$ cat src/rtl/register_file.sv
// register_file: 2^ADDR_W x WIDTH register bank with one write port, one increment port and two combinational read ports.
// Define REGFILE_BYPASS_EN to forward i_D to a read port addressing the register being written in the same cycle.
module register_file #(
  parameter int WIDTH  = 8,
  parameter int ADDR_W = 2
) (
  input  logic              i_clk,
  input  logic              i_rst,
  input  logic              i_we,
  input  logic [ADDR_W-1:0] i_waddr,
  input  logic [WIDTH-1:0]  i_D,
  input  logic              i_inc,
  input  logic [ADDR_W-1:0] i_iaddr,
  input  logic [ADDR_W-1:0] i_raddr_a,
  input  logic [ADDR_W-1:0] i_raddr_b,
  output logic [WIDTH-1:0]  o_Q_a,
  output logic [WIDTH-1:0]  o_Q_b,
  output logic              or_carry
);
  localparam int DEPTH = 1 << ADDR_W;
  logic [WIDTH-1:0] regs_q [DEPTH];
  logic [WIDTH-1:0] regs_d [DEPTH];
  logic             carry_q, carry_d;
  logic             inc_hit;
  // A write to the increment target discards the increment and clears the carry.
  always_comb begin
    regs_d  = regs_q;
    inc_hit = i_inc && !(i_we && i_waddr == i_iaddr);
    carry_d = i_inc ? (inc_hit && &regs_q[i_iaddr]) : carry_q;
    if (inc_hit) regs_d[i_iaddr] = regs_q[i_iaddr] + WIDTH'(1);
    if (i_we) regs_d[i_waddr] = i_D;
  end
  always_ff @(posedge i_clk) begin
    if (i_rst) begin
      regs_q  <= '{default: '0};
      carry_q <= 1'b0;
    end else begin
      regs_q  <= regs_d;
      carry_q <= carry_d;
    end
  end
`ifdef REGFILE_BYPASS_EN
  assign o_Q_a = (i_we && i_waddr == i_raddr_a) ? i_D : regs_q[i_raddr_a];
  assign o_Q_b = (i_we && i_waddr == i_raddr_b) ? i_D : regs_q[i_raddr_b];
`else
  assign o_Q_a = regs_q[i_raddr_a];
  assign o_Q_b = regs_q[i_raddr_b];
`endif
  assign or_carry = carry_q;
endmodule

$ cat config.mk
export PLATFORM = sky130hd
export DESIGN_NAME = register_file
export DESIGN_NICKNAME = d
export VERILOG_FILES = /design/src/rtl/register_file.sv
export SDC_FILE = /design/constraint.sdc
export NUM_CORES = 1
export LEC_CHECK = 0
export BUFFER_PORTS_ARGS = -buffer_cell sky130_fd_sc_hd__buf_2
export CAP_MARGIN = 30
export CELL_PAD_IN_SITES_DETAIL_PLACEMENT = 2
export CELL_PAD_IN_SITES_GLOBAL_PLACEMENT = 2
export CORE_MARGIN = 5
export CORE_UTILIZATION = 38
export CTS_CLUSTER_DIAMETER = 50
export DETAILED_ROUTE_END_ITERATION = 16
export PLACE_DENSITY = 0.82
export SLEW_MARGIN = 15
export SYNTH_ARGS = -nofsm -noshare
export SYNTH_HDL_FRONTEND = slang
export SYNTH_SLANG_ARGS = --single-unit
$ cat constraint.sdc
create_clock -name i_clk -period 3.4 [get_ports i_clk]
set_input_delay 0.34 -clock i_clk [delete_from_list [all_inputs] [get_ports i_clk]]
set_output_delay 0.34 -clock i_clk [all_outputs]
set_load 0.01 [all_outputs]
# Word level (Yosys, flattened, before mapping)
# Index checks and enable logic that the tools add are counted.
# W data, S select, Z words.
[word_totals]
regBits = 33
latch_bits = 0
ram_bits = 0
mem_bits_ro = 0
input_bits = 20
elab_cells = 41
n_memories = 0
[op_classes]
addsub = 1
mul = 0
div_mod_pow = 0
magnitude_cmp = 6
n_eq_ne = 1
n_shift = 0
muxes = 17
bitwise_logic = 4
reduce_logical = 7
[op_table]
columns = ["operator", "count"]
rows = [
  ["$bwmux W32", 2],
  ["$mux W32", 2],
  ["$mux W8", 8],
  ["$bmux W8 S2", 3],
  ["$demux W8 S2", 2],
  ["$ge A3 B3 Y1 const B", 4],
  ["$not A2 Y3", 4],
  ["$add A8 B1 Y8 const B", 1],
  ["$reduce_and A8 Y1", 1],
  ["$lt A3 B1 Y1 const B", 2],
  ["$logic_and A1 B1 Y1", 5],
  ["$eq A2 B2 Y1", 1],
  ["$logic_not A1 Y1", 1],
]

# Depth between registers and ports, before layout
# Gate-level depths: netlist (run 1).
[logic_depth]
depth_word = 9
ltp_mapped = 8

# Worst setup path after synthesis (run 1)
# Ideal clock, no wire load.
[synth_path]
path_kind = "in2reg"
start = "input port i_iaddr[0]"
end = "register regs_q[6] (netlist name)"
setup_ns = 0.138
arrival_ns = 1.968
path_slack_ns = 1.294
stages = 8
path_cell_list = "buf_6 mux4_1 buf_2 ha_1 nand3_1 mux2_4 nor2_1 o32ai_1"
[synth_between]
elab_chain_cells = 9
elab_cells_between_ends = 18
cone_classes = "add/sub (1); order compare (2); eq/ne (1); mux (9); bitwise (1); reduce/logical (4)"
[synth_lines]
columns = ["element", "line", "source"]
rows = [
  ["from (decl)", "13", "input logic [ADDR_W-1:0] i_iaddr,"],
  ["$not A2 Y3 (implied by the code)", "30", "if (inc_hit) regs_d[i_iaddr] = regs_q[i_iaddr] + WIDTH'(1);"],
  ["$bmux W8 S2, or another cell as far along", "30", ""],
  ["$mux W8 (implied by the code) / $logic_and A1 B1 Y1 (equally long branches)", "30", ""],
  ["$mux W8 (implied by the code)", "30", ""],
  ["$add A8 B1 Y8 / $demux W8 S2 (equally long branches)", "30", ""],
  ["$bwmux W32", "30", ""],
  ["$mux W32 (*)", "30", ""],
  ["$bwmux W32", "31", "if (i_we) regs_d[i_waddr] = i_D;"],
  ["$mux W32 (*)", "31", ""],
  ["to (signal assigned)", "38", "regs_q <= regs_d;"],
  ["to (decl)", "21", "logic [WIDTH-1:0] regs_q [DEPTH];"],
]
# Every way passes the cells marked *; elsewhere a longest branch is shown, timed or not. The select of a mux whose other input is x is not followed.
# A chain may end at the register's enable or synchronous reset.

# Worst setup path in the final report (run 1)
[layout_path]
start = "input port i_iaddr[0]"
end = "register regs_q[18] (netlist name)"
# The elaborated chain is that of the path after synthesis.

==> impl_metrics.py, run 1 <==
metrics = {
    "drt": {
        "drt_pass1_iterations": 4,
        "antenna_left": 0,
        "drc": 0,
        "drtIter0Drc": 97,
        "wirelength_mm": 8.85,
        "via_count": 2173,
        "avgViaCountPerCell": 6.37,
        "wl_per_cell_um": 25.9,
    },
    "die": {
        "coreArea_um2": 5920,
        "num_rows": 28,
        "design.portCount": 37,
        "die_y_um": 88.0,
        "chipWidth_um": 88.0,
        "dieArea_um2": 7740,
        "initial_utilization_pct": 39.0,
    },
    "final_layout": {
        "insertedDiodeCount": 0,
        "area_growth_pct": 14.0,
        "mostFrequentLayoutCells": "36 x buf_2, 33 x dfxtp_1, 26 x nand2_1, 23 x nor2_1, 19 x mux4_2",
        "final_layout_size_suffix_gt1_share_pct": 29.3,
        "fin_cells": 341,
        "regArea_um2": 661,
        "nets": 286,
        "multi_input_area_um2": 1530,
        "fillCellCount": 650,
        "layout_commonest_cell": "buf_2",
    },
    "yosys": {
        "seq_area_frac_synth_pct": 28.6,
        "synth_fp_nets": 258,
        "avgSynthCellArea_um2": 9.75,
        "yosys.area.top_type_share_pct": 28.6,
        "synth_area_um2": 2310,
        "yosys.area.top_type": "dfxtp_1",
        "synthFlopType": "dfxtp_1",
        "synth_area_leaders": "dfxtp_1 29%, mux4_2 19%, mux4_1 5.7%",
        "yosysWarnings": 0,
        "ys_types": 41,
        "synth_cells": 237,
        "synth-seq-cells": 33,
        "async_flop_share_pct": 0,
        "synth_edf_count": 0,
    },
    "worst_hold_path": {
        "hp-class": "primary input to flop",
    },
    "clock_network": {
        "clock_latency_ns": 0.29,
        "clock_path_buffers": 2,
        "cts_hold_buf": 0,
        "tritoncts": "yes",
        "cts-resized-gates": 0,
        "htree_levels": 2,
        "cts_buffers": 5,
        "path_clk_slew_ns": 0.08,
        "postCtsSetupRepairBufs": 0,
        "cts_sinks": 33,
        "cts_root_buf": "clkbuf_8",
    },
    "timing": {
        "max_freq_mhz": 412,
        "setup_viol": 0,
        "clock_skew_ns": 0.0123,
        "period_share_pct": 71.4,
        "drv_slew": 0,
        "hold_viol": 0,
        "fin_crit_ns": 2.43,
        "tns_ns": 0,
        "slew_headroom_pct": 51.1,
        "tightest_slew_ns": 0.733,
        "rsz0062_at_grt": "false",
    },
    "setup_path": {
        "end_kind": "flop",
        "timing.critical_path.arrival_ns": 2.59,
        "crit_path_max_fanout": 14,
        "crit_path_end": "regs_q[18]",
        "r2r_slack_ns": 1.14,
        "r2r-start": "regs_q[16]",
        "reg2reg_to": "regs_q[18]",
        "worst-r2r-cell-count": 6,
        "crit_type": "primary input to flop",
        "cp-start-kind": "primary input",
        "startpoint": "i_iaddr[0]",
        "cp.required_ns": 3.56,
    },
    "pwr": {
        "cellPowerDensity_nw_per_um2": 410,
        "leakagePower_uw": 0.00101,
        "vdd_ir_drop_max_uv": 194,
    },
    "place": {
        "place_hpwl_mm": 6.27,
        "placed_cells": 333,
        "gp_congestion": 0.845,
        "portBuffers": 36,
    },
    "outcome": {
        "status": "finished, final reports clean",
    },
    "global_route": {
        "grt_pass1_vias": 2470,
        "antenna_found_initial": 0,
        "grt_pass1_wl_mm": 14.1,
        "grt_overflow": 0,
        "grt_max_degree": 26,
        "track_usage_pct": 24.9,
    },
    "job": {
        "drv_cap": 0,
    },
}
## worst max-delay path, cell delays in order
cell and delay (ns):
buf_2 0.35, mux4_1 0.79, ha_1 0.31, xnor2_1 0.39
nand2_1 0.12, o211ai_1 0.15, a21oi_1 0.12
## metal layers
layer	wire length (um)	global-route usage (%)	part of all wire, %
met5	0	0	0
met4	254	10.0	2.9
met3	558	6.96	6.3
met2	4380	40.5	50
met1	3650	31.1	41
## cell usage after synthesis, types with 2 or more instances
master	n
nand3_1	6
mux2_2	5
nor2b_1	5
buf_2	4
nand2_1	26
mux4_2	19
nand3b_1	2
and3b_1	3
clkbuf_1	12
xnor2_1	6
a211oi_1	6
o21ai_0	6
nor2_1	23
o32ai_1	9
o22ai_1	7
o211ai_1	8
or3_1	4
a21oi_1	13
nand2b_1	10
dfxtp_1	33
nor3_1	3
mux4_1	5
buf_1	2
mux2i_1	3
## registers in the layout, indices dropped and copies added (netlist names)
name	count
regs_q	32
or_carry	1
## where the power goes
group          total, uW  internal, uW  switching (uW)
clock network        399           239             159
registers            438           412            26.3
logic                243           108             135
total               1080           759             321
## per-stage QoR
stage          total power [uW]  hold slack (ns)  area (um^2)  worst slack, ns  util [%]
3_3_place_gp                672            0.455         2520            0.877      42.5
2_1_floorplan               604            0.475         2310             1.29         -
4_1_cts                    1080            0.329         2630            0.993      44.5
6_report                   1080            0.333         2630            0.971      44.5
3_5_place_dp                687            0.531         2520            0.695      42.5
5_1_grt                    1130            0.341         2630            0.840      44.5
## how the worst min path moves through the flow
stage,startpoint,to,slack [ns],depth (start not counted)
floorplan,regs_q[1],regs_q[1],0.47,2
global placement,or_carry,or_carry,0.45,2
detailed placement,regs_q[1],regs_q[1],0.53,2
CTS,i_D[0],regs_q[8],0.33,3
global route,i_D[0],regs_q[0],0.34,3
finish,i_D[0],regs_q[8],0.33,3
## cell families after synthesis
family          count (synthesis)  synth area share, %
simple gates                   89                 19.2
xor+xnor                        6                 2.28
buf+inv                        22                 4.98
compound gates                 53                 15.8
mux                            33                 28.6
flops                          33                 28.6
fa+ha+maj                       1                0.542
## cell type report
cell class	count	area share, %
well taps	75	3.56
flip-flops and latches	33	25.1
inverters	1	0.143
multi-input cells	182	58.2
repair buffers	42	8.55
clock inverters	1	1.14
clock buffers	7	3.28
No activity file was read; power rests on OpenSTA's default activity.
==> inputs of run 2 (changes only) <==
--- a/config.mk
+++ b/config.mk
@@ -5,15 +5,16 @@
 export SDC_FILE = /design/constraint.sdc
 export NUM_CORES = 1
 export LEC_CHECK = 0
+export ABC_AREA = 1
 export BUFFER_PORTS_ARGS = -buffer_cell sky130_fd_sc_hd__buf_2
 export CAP_MARGIN = 30
 export CELL_PAD_IN_SITES_DETAIL_PLACEMENT = 2
 export CELL_PAD_IN_SITES_GLOBAL_PLACEMENT = 2
 export CORE_MARGIN = 5
-export CORE_UTILIZATION = 38
+export CORE_UTILIZATION = 27
 export CTS_CLUSTER_DIAMETER = 50
 export DETAILED_ROUTE_END_ITERATION = 16
-export PLACE_DENSITY = 0.82
+export PLACE_DENSITY = 0.73
 export SLEW_MARGIN = 15
 export SYNTH_ARGS = -nofsm -noshare
 export SYNTH_HDL_FRONTEND = slang
==> constraint.sdc (replaced) <==
create_clock -name i_clk -period 2.2 [get_ports i_clk]
set_input_delay 0.22 -clock i_clk [delete_from_list [all_inputs] [get_ports i_clk]]
set_output_delay 0.22 -clock i_clk [all_outputs]
set_load 0.01 [all_outputs]
==> run 2 against run 1 <==
Final cell count rose by 66%. Sequential power increased by 57%. Clock skew shrank 0.0031 ns. Largest cell class unchanged.
==> impl_metrics.py, run 2 <==
metrics = {
    "timing": {
        "tightest_slew_ns": 0.766,
        "fin_crit_ns": 1.88,
        "whs_ns": 0.176,
        "clock_skew_ns": 0.00920,
        "hold_viol": 0,
        "max_freq_mhz": 531,
        "period_share_pct": 85.5,
        "drv_slew": 0,
        "slew_headroom_pct": 48.9,
        "setup_slack_ns": 0.318,
        "setup_viol": 0,
        "tns_ns": 0,
        "rsz0062_at_grt": "false",
    },
    "drt": {
        "wl_per_cell_um": 19.8,
        "wirelength_mm": 11.2,
        "drc": 0,
        "antenna_left": 0,
        "drt_pass1_iterations": 4,
        "avgViaCountPerCell": 5.37,
        "drtIter0Drc": 176,
        "via_count": 3034,
    },
    "yosys": {
        "synthTopCellsByCount": "89 x nand2_1, 65 x o21ai_0, 55 x nor2_1",
        "synth_cells": 413,
        "synth_area_um2": 2460,
        "yosysWarnings": 0,
        "async_flop_share_pct": 0,
        "synthFlopType": "dfxtp_1",
        "synth_area_leaders": "dfxtp_1 27%, nand2_1 14%, o21ai_0 13%",
        "yosysMostFrequentCell": "nand2_1",
        "ys_types": 26,
        "avgSynthCellArea_um2": 5.97,
        "synth_fp_nets": 434,
        "yosys.area.top_type_share_pct": 26.8,
        "seq_area_frac_synth_pct": 26.8,
        "synth_edf_count": 0,
        "synth-seq-cells": 33,
        "yosys.area.top_type": "dfxtp_1",
    },
    "final_layout": {
        "top_register": "regs_q",
        "layout_commonest_cell": "nand2_1",
        "nets": 478,
        "largest_register_ffs": 32,
        "multi_input_area_um2": 1570,
        "area_growth_pct": 17.5,
        "insertedDiodeCount": 0,
        "final_layout_size_suffix_gt1_share_pct": 18.6,
        "fillCellCount": 1143,
        "regArea_um2": 661,
        "mostFrequentLayoutCells": "89 x nand2_1, 65 x o21ai_0, 55 x nor2_1, 48 x a21oi_1, 36 x buf_2",
        "post-route-util_pct": 32.9,
    },
    "global_route": {
        "grt_overflow": 0,
        "grt_max_degree": 28,
        "track_usage_pct": 20.5,
        "grt_pass1_wl_mm": 18.1,
        "grt_pass1_vias": 3339,
        "antenna_found_initial": 0,
    },
    "pwr": {
        "p_total_uw": 1580,
        "internal-power_uw": 1020,
        "cellPowerDensity_nw_per_um2": 547,
        "share_comb_of_total_power_pct": 26.1,
        "swShare_pct": 35.3,
        "vdd_ir_drop_max_uv": 239,
        "seqPwrFrac_pct": 43.3,
        "switching_power_uw": 560,
        "p_clk_share_pct": 30.5,
        "leakagePower_uw": 0.00131,
    },
    "setup_path": {
        "critPathMaxStageDelay_ns": 0.37,
        "slowest_stage": "dfxtp_1",
        "path_cells": "nand2_1, nand2_1, nor2_2, inv_1, ha_1, xor2_1, nand2_1, nand2_1, nand2_1, nor2_1",
        "crit_path_max_fanout": 5,
        "end_kind": "flop",
        "crit_type": "flop to flop",
        "cp-start-kind": "flop",
        "cpMostUsedCell": "nand2_1",
        "r2r_slack_ns": 0.32,
        "timing.critical_path.arrival_ns": 2.11,
        "cp.required_ns": 2.43,
    },
    "clock_network": {
        "cts_root_buf": "clkbuf_8",
        "clock_path_buffers": 2,
        "postCtsSetupRepairBufs": 0,
        "clock_latency_ns": 0.29,
        "tritoncts": "yes",
        "htree_levels": 2,
        "cts_buffers": 5,
        "cts-resized-gates": 0,
        "cts_hold_buf": 0,
        "cts_sinks": 33,
        "path_clk_slew_ns": 0.08,
    },
    "job": {
        "drv_cap": 0,
    },
    "die": {
        "coreArea_um2": 8810,
        "design.portCount": 37,
        "initial_utilization_pct": 28.0,
        "dieArea_um2": 11100,
        "die_y_um": 106,
        "num_rows": 34,
        "chipWidth_um": 106,
    },
    "place": {
        "portBuffers": 36,
        "post-place-ws_ns": 0.104,
        "place_hpwl_mm": 8.82,
        "gp_congestion": 0.849,
    },
    "worst_hold_path": {
        "hp-class": "primary input to flop",
    },
    "outcome": {
        "status": "finished, final reports clean",
    },
}
-- run 2: area by class of cell --
type,instances,share of cell area [%]
sequential,33,22.8
timing repair buffer,52,10.4
inverter,35,4.80
tap,108,4.67
multi-input combinational,330,54.3
clock buffer,7,2.98
-- run 2: per-stage QoR --
stage	instances	cell area [um^2]
detailed placement	558	2810
CTS	565	2890
global placement	558	2810
finish	565	2890
global route	565	2890
floorplan	413	2460
-- run 2: logic make-up (layout without fill, tap and decap cells) --
logic type               count (synthesis)  in the layout  share of synthesized area [%]
AND/OR/NAND/NOR                        187            187                           31.8
AO/OA/AOI/OAI                          140            140                           30.8
adder cells (fa/ha/maj)                  1              1                          0.508
XOR/XNOR                                 2              2                          0.711
flip-flops                              33             33                           26.8
buffers and inverters                   50             94                           9.34
-- run 2: metal layers --
metal	track usage, %	vias up	part of all wire, %
met1	26.7	1499	48
met2	36.0	48	48
li1	-	1473	-
met3	2.38	14	2.6
met5	0	-	0
met4	5.18	0	1.4
-- run 2: path summary, 6_finish.rpt --
path                            depth (start not counted)       start    endpoint
worst max-delay path                                   10  regs_q[24]  regs_q[10]
worst min-delay path                                    3      i_D[1]   regs_q[1]
worst max register to register                         10  regs_q[24]  regs_q[10]
worst min register to register                          2    or_carry    or_carry
-- run 2: power groups by stage --
stage	clock network [uW]	logic [uW]	registers (uW)
finish	484	414	687
global route	510	462	691
CTS	489	417	685
detailed placement	0	414	698
global placement	0	395	697
floorplan	0	262	672
-- run 2: worst max-delay path: cells and delay by family, from the launching register on --
| kind | cells | cell delay (ns) |
|---|---|---|
| xor gates and xnor gates | 1 | 0.33 |
| adders and majority gates | 1 | 0.24 |
| buffers and inverters | 1 | 0.14 |
| DFF | 1 | 0.37 |
| and+or+nand+nor | 7 | 0.75 |
==> inputs of run 3 (changes only) <==
--- a/config.mk
+++ b/config.mk
@@ -11,10 +11,11 @@
 export CELL_PAD_IN_SITES_DETAIL_PLACEMENT = 2
 export CELL_PAD_IN_SITES_GLOBAL_PLACEMENT = 2
 export CORE_MARGIN = 5
-export CORE_UTILIZATION = 27
+export CORE_UTILIZATION = 32
 export CTS_CLUSTER_DIAMETER = 50
 export DETAILED_ROUTE_END_ITERATION = 16
-export PLACE_DENSITY = 0.73
+export PLACE_DENSITY = 0.82
+export RECOVER_POWER = 50
 export SLEW_MARGIN = 15
 export SYNTH_ARGS = -nofsm -noshare
 export SYNTH_HDL_FRONTEND = slang
==> constraint.sdc (replaced) <==
create_clock -name i_clk -period 2.36 [get_ports i_clk]
set_input_delay 0.236 -clock i_clk [delete_from_list [all_inputs] [get_ports i_clk]]
set_output_delay 0.236 -clock i_clk [all_outputs]
set_load 0.01 [all_outputs]
==> run 3 against run 2 <==
Worst hold slack improved by 0.023 ns. Setup slack improved by 0.037 ns. Flip-flop and latch count did not move. Critical endpoint is now o_Q_a[3]. Count of clock-buffer cells in the layout did not move. Clock power rose by 4.3%. Critical path type is now primary input to output port. Via count rose by 2.4%. Cell area fell by 2.1%.
==> impl_metrics.py, run 3 (synthesized netlist as in run 2, its figures left out) <==
metrics = {
    "global_route": {
        "grt_pass1_vias": 3417,
        "grt_max_degree": 27,
        "grt_overflow": 0,
        "grt_pass1_wl_mm": 18.4,
        "track_usage_pct": 24.6,
        "antenna_found_initial": 0,
    },
    "die": {
        "coreArea_um2": 7610,
        "die_y_um": 97.7,
        "design.portCount": 37,
        "initial_utilization_pct": 32.4,
        "num_rows": 32,
        "dieArea_um2": 9550,
        "chipWidth_um": 97.7,
    },
    "timing": {
        "clock_skew_ns": 0.00813,
        "setup_viol": 0,
        "max_freq_mhz": 499,
        "slew_headroom_pct": 47.8,
        "fin_crit_ns": 2.00,
        "drv_slew": 0,
        "hold_viol": 0,
        "tightest_slew_ns": 0.780,
        "period_share_pct": 84.9,
        "rsz0062_at_grt": "false",
        "tns_ns": 0,
    },
    "drt": {
        "wirelength_mm": 11.7,
        "drt_pass1_iterations": 4,
        "avgViaCountPerCell": 5.60,
        "drtIter0Drc": 173,
        "antenna_left": 0,
        "wl_per_cell_um": 21.1,
        "drc": 0,
        "via_count": 3108,
    },
    "setup_path": {
        "cp-start-kind": "primary input",
        "cp.required_ns": 2.12,
        "slowest_stage": "clkbuf_1",
        "timing.critical_path.arrival_ns": 1.77,
        "r2r_slack_ns": 0.47,
        "worst-r2r-cell-count": 9,
        "crit_type": "primary input to output port",
        "critPathMaxStageDelay_ns": 0.51,
        "path_cells": "clkbuf_1, inv_1, a21oi_1, o21ai_0, o21ai_0, clkbuf_1",
        "end_kind": "output port",
        "reg2reg_to": "regs_q[13]",
        "crit_path_max_fanout": 17,
        "r2r-start": "regs_q[2]",
    },
    "pwr": {
        "seqPwrFrac_pct": 42.0,
        "swShare_pct": 36.0,
        "leakagePower_uw": 0.00123,
        "internal-power_uw": 976,
        "cellPowerDensity_nw_per_um2": 538,
        "vdd_ir_drop_max_uv": 197,
        "share_comb_of_total_power_pct": 24.9,
        "p_clk_share_pct": 33.1,
        "switching_power_uw": 548,
    },
    "clock_network": {
        "cts_root_buf": "clkbuf_8",
        "htree_levels": 2,
        "cts_hold_buf": 0,
        "clock_latency_ns": 0.30,
        "cts_buffers": 5,
        "clock_path_buffers": 2,
        "path_clk_slew_ns": 0.07,
        "cts-resized-gates": 0,
        "tritoncts": "yes",
        "postCtsSetupRepairBufs": 0,
        "cts_sinks": 33,
    },
    "place": {
        "portBuffers": 36,
        "post_dp_cell_area_um2": 2760,
        "gp_congestion": 0.852,
        "place_hpwl_mm": 8.85,
    },
    "worst_hold_path": {
        "holdPathStages": 3,
        "hp-start": "i_D[1]",
        "worstHoldEndpoint": "regs_q[1]",
        "hp-class": "primary input to flop",
    },
    "final_layout": {
        "area_growth_pct": 15.0,
        "layout_commonest_cell": "nand2_1",
        "final_layout_size_suffix_gt1_share_pct": 14.1,
        "top_register": "regs_q",
        "design_area_um2": 2830,
        "nets": 473,
        "largest_register_ffs": 32,
        "insertedDiodeCount": 0,
        "mostFrequentLayoutCells": "90 x nand2_1, 65 x o21ai_0, 56 x nor2_1, 48 x a21oi_1",
        "fillCellCount": 985,
    },
    "outcome": {
        "status": "finished, final reports clean",
    },
    "job": {
        "drv_cap": 0,
    },
}
-- run 3: cell types whose count changed in the layout (fill, tap and decap cells not counted), sizes merged --
cell	before	now
clkbuf	7	23
buf	52	31
clkinv	0	1
-- run 3: worst max path at each step --
stage	from	to	slack, ns	cells after the start
final	i_raddr_a[0]	o_Q_a[3]	0.36	6
after global placement	i_iaddr[0]	regs_q[10]	0.37	10
after floorplan	i_iaddr[0]	regs_q[10]	0.73	13
after detailed placement	i_iaddr[0]	regs_q[30]	0.27	13
after global routing	i_raddr_b[0]	o_Q_b[3]	0.18	6
after CTS	regs_q[0]	regs_q[10]	0.42	10
-- run 3: metrics by stage --
step / util, % / worst slack (ns) / std cells / hold WS (ns) / total power [uW]
CTS: 37.6 / 0.422 / 555 / 0.195 / 1540
detailed placement: 36.3 / 0.274 / 547 / 0.464 / 1030
finish: 37.3 / 0.355 / 555 / 0.199 / 1520
global route: 37.3 / 0.177 / 555 / 0.219 / 1600
global placement: 36.3 / 0.372 / 547 / 0.453 / 1010
floorplan: - / 0.725 / 413 / 0.305 / 871
-- run 3: layout make-up --
type / count / area (um^2) / area share [%]
multi-input cells: 330 / 1560 / 55.1
flip-flops and latches: 33 / 661 / 23.3
repair buffers: 47 / 243 / 8.57
inverters: 35 / 139 / 4.90
well taps: 102 / 128 / 4.50
clock buffers: 7 / 96.3 / 3.40
clock inverters: 1 / 5.00 / 0.177
-- run 3: power by group through the flow --
stage / registers (uW) / logic [uW] / clock network [uW]
floorplan: 626 / 244 / 0
global placement: 648 / 362 / 0
detailed placement: 652 / 379 / 0
CTS: 639 / 387 / 511
global route: 645 / 422 / 532
finish: 641 / 380 / 505
-- run 3: routing by layer --
layer  GRT usage [%]  routed length, um  up-vias
li1                -                  -     1461
met1            29.0               5030     1539
met2            43.9               5760       79
met3            4.57                561       29
met4            9.58                339        0
met5               0                  0        -
-- run 3: critical path, delay by kind of cell --
| family | cells | cell delay (ns) |
|---|---|---|
| compound gates | 3 | 0.42 |
| buf+inv | 3 | 1.11 |
